--- config.mk ---
export PLATFORM = sky130hd
export DESIGN_NAME = load_store_unit
export DESIGN_NICKNAME = d
export VERILOG_FILES = /design/src/rtl/load_store_unit.sv
export SDC_FILE = /design/constraint.sdc
export NUM_CORES = 1
export LEC_CHECK = 0
export CAP_MARGIN = 5
export CORE_MARGIN = 3
export CORE_UTILIZATION = 52
export CTS_CLUSTER_SIZE = 10
export DETAILED_ROUTE_END_ITERATION = 16
export PLACE_DENSITY = 0.95
export SYNTH_ARGS = -nofsm -noshare
export SYNTH_HDL_FRONTEND = slang
export SYNTH_SLANG_ARGS = --single-unit
--- constraint.sdc ---
create_clock -name clk -period 4.25 [get_ports clk]
set_input_delay 0.425 -clock clk [delete_from_list [all_inputs] [get_ports clk]]
set_output_delay 0.425 -clock clk [all_outputs]
set_load 0.005 [all_outputs]
--- src/rtl/load_store_unit.sv ---
// Load/store unit between the CPU memory stage and a word-addressed data memory.
// Handles alignment/range errors, sub-word read-modify-write and load extension.
//
// state  | meaning
// IDLE   | ready for a request
// ACCESS | memory read (loads, SH/SB) or word write (SW)
// WRITE  | commit merged word for SH/SB
// ERR    | flag error, no memory access
// RESP   | response held until resp_ready
module load_store_unit #(
  parameter int ADDR_W = 16
) (
  input  logic              clk,
  input  logic              rst_n,
  input  logic              req_valid,
  output logic              req_ready,
  input  logic [2:0]        req_op,
  input  logic [31:0]       req_addr,
  input  logic [31:0]       req_wdata,
  output logic              resp_valid,
  input  logic              resp_ready,
  output logic [31:0]       resp_data,
  output logic              resp_err,
  output logic [ADDR_W-1:0] mem_addr,
  output logic              mem_we,
  output logic [31:0]       mem_wdata,
  input  logic [31:0]       mem_rdata
);

  typedef enum logic [2:0] {IDLE, ACCESS, WRITE, ERR, RESP} state_t;

  localparam logic [2:0] OP_LW  = 3'd0;
  localparam logic [2:0] OP_LH  = 3'd1;
  localparam logic [2:0] OP_LHU = 3'd2;
  localparam logic [2:0] OP_LB  = 3'd3;
  localparam logic [2:0] OP_LBU = 3'd4;
  localparam logic [2:0] OP_SW  = 3'd5;
  localparam logic [2:0] OP_SH  = 3'd6;
  localparam logic [2:0] OP_SB  = 3'd7;

  state_t              state, state_nxt;
  logic [2:0]          op_q;
  logic [ADDR_W+1:0]   addr_q;
  logic [31:0]         wdata_q;
  logic [31:0]         merge_q;

  logic                accept;
  logic                req_err;
  logic                is_load;
  logic                is_sub_store;
  logic [7:0]          lane_b;
  logic [15:0]         lane_h;
  logic [31:0]         load_val;
  logic [31:0]         merge_val;

  assign accept       = req_valid && req_ready;
  assign is_load      = (op_q <= OP_LBU);
  assign is_sub_store = (op_q == OP_SH) || (op_q == OP_SB);

  always_comb begin
    req_err = 1'b0;
    case (req_op)
      OP_LW, OP_SW:          req_err = (req_addr[1:0] != 2'b00);
      OP_LH, OP_LHU, OP_SH:  req_err = req_addr[0];
      default:               req_err = 1'b0;
    endcase
    // Any address bit above the memory's byte range makes the access illegal.
    if ((req_addr >> (ADDR_W + 2)) != 32'd0)
      req_err = 1'b1;
  end

  assign lane_b = mem_rdata[{addr_q[1:0], 3'b000} +: 8];
  assign lane_h = mem_rdata[{addr_q[1], 4'b0000} +: 16];

  always_comb begin
    load_val = 32'd0;
    case (op_q)
      OP_LW:   load_val = mem_rdata;
      OP_LH:   load_val = {{16{lane_h[15]}}, lane_h};
      OP_LHU:  load_val = {16'd0, lane_h};
      OP_LB:   load_val = {{24{lane_b[7]}}, lane_b};
      OP_LBU:  load_val = {24'd0, lane_b};
      default: load_val = 32'd0;
    endcase
  end

  always_comb begin
    merge_val = mem_rdata;
    if (op_q == OP_SB)
      merge_val[{addr_q[1:0], 3'b000} +: 8] = wdata_q[7:0];
    else
      merge_val[{addr_q[1], 4'b0000} +: 16] = wdata_q[15:0];
  end

  always_ff @(posedge clk or negedge rst_n) begin
    if (!rst_n)
      state <= IDLE;
    else
      state <= state_nxt;
  end

  always_comb begin
    state_nxt  = state;
    req_ready  = 1'b0;
    resp_valid = 1'b0;
    mem_we     = 1'b0;
    mem_wdata  = wdata_q;
    case (state)
      IDLE: begin
        req_ready = 1'b1;
        if (accept)
          state_nxt = req_err ? ERR : ACCESS;
      end
      ACCESS: begin
        mem_we    = (op_q == OP_SW);
        state_nxt = is_sub_store ? WRITE : RESP;
      end
      WRITE: begin
        mem_we    = 1'b1;
        mem_wdata = merge_q;
        state_nxt = RESP;
      end
      ERR: state_nxt = RESP;
      RESP: begin
        resp_valid = 1'b1;
        if (resp_ready)
          state_nxt = IDLE;
      end
      default: state_nxt = IDLE;
    endcase
  end

  assign mem_addr = addr_q[ADDR_W+1:2];

  always_ff @(posedge clk or negedge rst_n) begin
    if (!rst_n) begin
      op_q      <= 3'd0;
      addr_q    <= '0;
      wdata_q   <= 32'd0;
      merge_q   <= 32'd0;
      resp_data <= 32'd0;
      resp_err  <= 1'b0;
    end else begin
      if (accept) begin
        op_q    <= req_op;
        addr_q  <= req_addr[ADDR_W+1:0];
        wdata_q <= req_wdata;
      end
      case (state)
        ACCESS: begin
          resp_data <= is_load ? load_val : 32'd0;
          if (is_sub_store)
            merge_q <= merge_val;
        end
        ERR: begin
          resp_err  <= 1'b1;
          resp_data <= 32'd0;
        end
        RESP: begin
          // Response fields return to zero once the consumer has taken them.
          if (resp_ready) begin
            resp_data <= 32'd0;
            resp_err  <= 1'b0;
          end
        end
        default: ;
      endcase
    end
  end

endmodule
-- After elaboration in Yosys (flattened, before gate mapping)
Index checks and enable logic that the tools add are counted.
- register bits: 121
- input bits: 103
- logic and storage cells: 69
- $add $sub $neg: 2
- magnitude comparators: 1
- equality and inequality tests: 17
- shift operators: 6
- mux-type cells: 20
- reduce and logical (&&, ||, !) cells: 16
- operators with widths (cell ; count):
    case mux 32 bit (5 select lines) ; 1
    two-way mux 32 bit ; 4
    case mux 32 bit (3 select lines) ; 1
    bitwise mux 32 bit ; 2
    nonzero test 32 bit ; 1
    variable shift 16 x 7 -> 32 bit (first input constant) ; 1
    variable shift 8 x 7 -> 32 bit (first input constant) ; 1
    variable part select 16 x 7 -> 32 bit ; 1
    variable part select 32 x 6 -> 16 bit ; 1
    variable part select 32 x 6 -> 8 bit ; 1
    variable part select 8 x 7 -> 32 bit ; 1
    == test 3 bit (second input constant) ; 7
    == test 3 x 2 -> 1 bit (second input constant) ; 5
    negation 5 -> 7 bit ; 2
    case mux 3 bit (4 select lines) ; 1
    == test 3 x 1 -> 1 bit (second input constant) ; 3
    logical NOT 3 bit ; 3
    two-way mux 3 bit ; 3
    AND reduction 2 bit ; 4
    case mux 1 bit (2 select lines) ; 3
    two-way mux 1 bit ; 4
    inequality test 2 bit (second input constant) ; 2
    nonzero test 2 bit ; 2
    OR reduction 2 bit ; 2
    6 further kinds ; 6

-- Logic depth before layout (Yosys ltp)
- word-level depth: 7
- mapped depth: 8
- gate-level depth less buffers: 6

-- Least setup slack after synthesis
Ideal clock, no wire load.
- path type: flip-flop to flip-flop
- from: register addr_q[1]
- to: register merge_q[27]
- library setup time: 0.064 ns
- data arrival time: 1.877 ns
- setup slack: 2.309 ns
- cell stages (with the launch flop): 9
- buffers on the path: 2
- period minus slack after synthesis: 1.941 ns
- path through: dfrtp_1 buf_2 inv_1 ha_1 nor4bb_1 buf_1 a221oi_1 a211oi_1 a21o_1
- cells in the longest elaborated chain, start to end: 4
- elaborated cells on any way between the ends: 9
- RTL lines (item ; line ; text):
    start, declared ; 43 ; logic [ADDR_W+1:0] addr_q;
    start signal, assigned ; 146 ; addr_q <= req_addr[ADDR_W+1:0];
    negation 5 -> 7 bit (on tied branches) ; 92, 90 ;
    variable part select 16 x 7 -> 32 bit, or another cell as far along ; 92 ; merge_val[{addr_q[1], 4'b0000} +: 16] = wdata_q[15:0];
    bitwise mux 32 bit (on tied branches) ; 92, 90 ;
    two-way mux 32 bit * ; 89 ; if (op_q == OP_SB)
    end signal, assigned ; 153 ; merge_q <= merge_val;
    end, declared ; 45 ; logic [31:0] merge_q;
Mark *: on every way between the ends. The rest lies on a longest branch, timed or not.
A chain may end at the register's enable or synchronous reset.

-- Worst setup path in the final report
- from: register state[1]
- to: output mem_wdata[20]
- cells in the longest elaborated chain, start to end: 2
- RTL lines (item ; line ; text):
    start, declared ; 41 ; state_t state, state_nxt;
    start signal, assigned ; 99 ; state <= state_nxt;
    == test 3 x 2 -> 1 bit ; 108 ; case (state)
    two-way mux 32 bit ; 108 ;
    end, declared ; 26 ; output logic [31:0] mem_wdata,
No other way between the ends.

==> key figures <==
Timing
  – Setup TNS: 0 ns
  – Worst rel slew slack: 16.8%
  – Tmin final: around 2.9 ns
  – RSZ-0062 raised after global routing: no
  – Fin. max-slew vios: 0
  – FMAX: 340 MHz
  – Final Cycle Share: between 60% and 70%
  – Finish-stage setup viols: 0
  – Final WS setup: 1.31 ns
  – Actual slew at the worst max-slew pin: between 1 and 1.5 ns
  – Layout Skew: 0.00746 ns
  – Final hold violations: 0

Floorplan
  – Core area: roughly 12000 um^2
  – Die Span X: 118 um
  – Die Y: 118 um
  – Die area: about 14000 um^2
  – Floorplan row count: 40
  – Starting Density: a little over half
  – I/O Pins: 187

Synthesis
  – Cells after Synth: 538
  – FF+latch count, synth: 121
  – Yosys cell types: 60
  – Syn nets: 646
  – Netlist Area Pre-Place: 6530 um^2
  – Async S/R FF share, synth: 100%
  – Share of the synthesized area in the top cell type: between 40% and 50%
  – Yosys top cell by area: dfrtp_1
  – Most area-consuming cells after synthesis: dfrtp_1 46%, mux2_2 14%, mux2i_1 4.8%
  – Sequential area share after synthesis: 46.4%
  – Most used DFF post-synth: dfrtp_1
  – Avg Cell Area, Syn: 12.1 um^2
  – Yosys warns: 0
  – EDFF count, synth: 0

CTS
  – Clock tree sinks: 121
  – CTS max path bufs: 2
  – Cts hold-fix bufs: 0
  – CTS tree: yes
  – Worst-Skew Late Latency: 0.41 ns
  – H-Tree Depth: 4
  – Total CTS buffers: 17
  – Clock root cell: clkbuf_16
  – Postcts setup bufs: 0
  – Post-CTS sizing: 0
  – Clk pin slew, worst setup/hold paths: 0.05 ns

Critical path
  – Worst setup path startpoint: state[1]$_DFFE_PN0P_
  – CP Class: reg -> out
  – CP required: 3.83 ns
  – CP Capture Point: mem_wdata[20]
  – Reg2Reg Setup Slack: 1.59 ns
  – Worst Setup Start Kind: flip-flop
  – Setup crit end kind: primary output
  – Reg2reg start: state[2]$_DFFE_PN0P_
  – RR Endpoint: wdata_q[12]$_DFFE_PN0P_
  – Register-to-Register Path Depth: 4
  – Critical path arrival: 2.51 ns
  – Crit-path max FO: 32

Layout
  – Diode count: 0
  – Layout cells sized above 1: about 22%
  – Fin area: between 8000 and 9000 um^2
  – Commonest non-fill, non-tap cell in the layout: clkdlybuf4s50_1
  – Nets@finish: 801
  – Core Util, Final: 73.2%
  – Area Growth Syn to Fin: 36.4%
  – Most frequent cells in the layout: 185 x clkdlybuf4s50_1, 120 x dfrtp_1, 83 x mux2_2, 31 x mux2i_1, 24 x nand2_1

Route
  – Routed wl met2: 9460 um
  – Drt first pass iters: 7
  – Highest metal used: met4
  – WL final: 19000 um
  – Routed wire per std cell: roughly 22 um
  – Routed vias/inst: 6.19
  – Drc violations: 0
  – Met3 WL: 1490 um
  – Met1 WL: 7330 um
  – Vias: roughly 5400
  – DR iter-0 viols: about 550
  – Post-detailed-route count of antenna-violating nets: 0

Global routing
  – First-pass GRT wire length: about 30000 um
  – Largest net degree at the start of global routing: ~120
  – Number of global-route vias before repair: between 5000 and 6000
  – Antenna violations before repair: 0
  – Grt ovf: 0
  – GRT Util Overall: a little over a quarter

Power and ir drop
  – PwrDens: 728 nW/um^2
  – Maximum VDD drop: approximately 0.45 mV
  – Leakage: around 3.7 nW
  – Pwr Total: roughly 6.5 mW

Flow run
  – Max_cap viols: 0

Placed design
  – Setup WS pre-CTS: 1.31 ns
  – Placed cell area: 8300 um^2
  – GPL Wtd Cong: 0.880
  – PortBufs: 186
  – Hpwl dp: 13300 um

Outcome
  – Run status: completed

Hold path
  – Hold Crit Class: in -> async
[per-layer routing]
layer  up-vias  track usage [%]
li1       2358                -
met2       300             44.8
met4         0             11.9
met1      2686             33.4
met3        59             7.21
met5         -                0
[sequential cells by signal (all words and copies together) (netlist names)]
| signal | flops |
|---|---|
| resp_err | 1 |
| resp_data | 32 |
| op_q | 3 |
| merge_q | 32 |
| addr_q | 18 |
| state | 3 |
| wdata_q | 32 |
[cell type report]
class	instances	area [um^2]
fillers	827	3260
repair buffers	193	1920
clock inverters	9	123
inverters	7	26.3
well taps	168	210
clock buffers	22	464
flip-flops and latches	121	3030
multi-input cells	353	3130
[per-stage QoR]
| stage | std cells | hold WS (ns) |
|---|---|---|
| 2_1_floorplan | 538 | 0.129 |
| 4_1_cts | 872 | 0.144 |
| 3_5_place_dp | 841 | 0.464 |
| 3_3_place_gp | 841 | 0.459 |
| 6_report | 873 | 0.0599 |
| 5_1_grt | 873 | 0.153 |
[power by group]
| part | internal, mW | switching [mW] |
|---|---|---|
| Combinational | 1.70 | 1.15 |
| Sequential | 1.66 | 0.535 |
| Clock | 0.944 | 0.493 |
[worst max-delay path, stage by stage, from the launching register on]
cell and delay, ns:
dfrtp_1 0.55, nand2b_1 0.14, nor2_2 0.11, buf_4 0.41, mux2_2 0.41, clkdlybuf4s50_1 0.47
[kinds of logic (layout without fill, tap and decap cells)]
kind of cell    Yosys count  count (layout)  synth area share, %
simple gates             90              90                 9.07
fa+ha+maj                 5               5                0.959
buf+inv                  64             231                 5.96
compound gates          143             143                 18.2
mux                     115             115                 19.4
flops                   121             121                 46.4
[cells in the mapped netlist (3+ instances only)]
library cell / number
a211oi_1: 18
a21o_1: 17
a21oi_1: 8
a221o_1: 19
a221o_2: 14
a221oi_1: 16
a2bb2oi_1: 7
a32oi_1: 8
and2_0: 6
and2_1: 11
buf_1: 3
buf_2: 13
buf_4: 17
buf_6: 9
clkbuf_1: 14
dfrtp_1: 121
ha_1: 5
inv_1: 7
mux2_2: 83
mux2i_1: 31
nand2_1: 24
nor2_1: 7
nor2b_1: 12
nor4_1: 3
o211ai_1: 8
o21ai_0: 11
o22a_1: 7
[how the worst min path moves through the flow]
| stage | endpoint | depth (start not counted) | start |
|---|---|---|---|
| after global placement | merge_q[9]$_DFFE_PN0P_ | 1 | merge_q[9]$_DFFE_PN0P_ |
| after global routing | resp_data[21]$_DFFE_PN0P_ | 2 | rst_n |
| final | resp_data[22]$_DFFE_PN0P_ | 2 | rst_n |
| after CTS | resp_data[22]$_DFFE_PN0P_ | 2 | rst_n |
| after floorplan | addr_q[0]$_DFFE_PN0P_ | 0 | rst_n |
| after detailed placement | merge_q[10]$_DFFE_PN0P_ | 1 | merge_q[10]$_DFFE_PN0P_ |
Power figures use the tool's default switching activity.
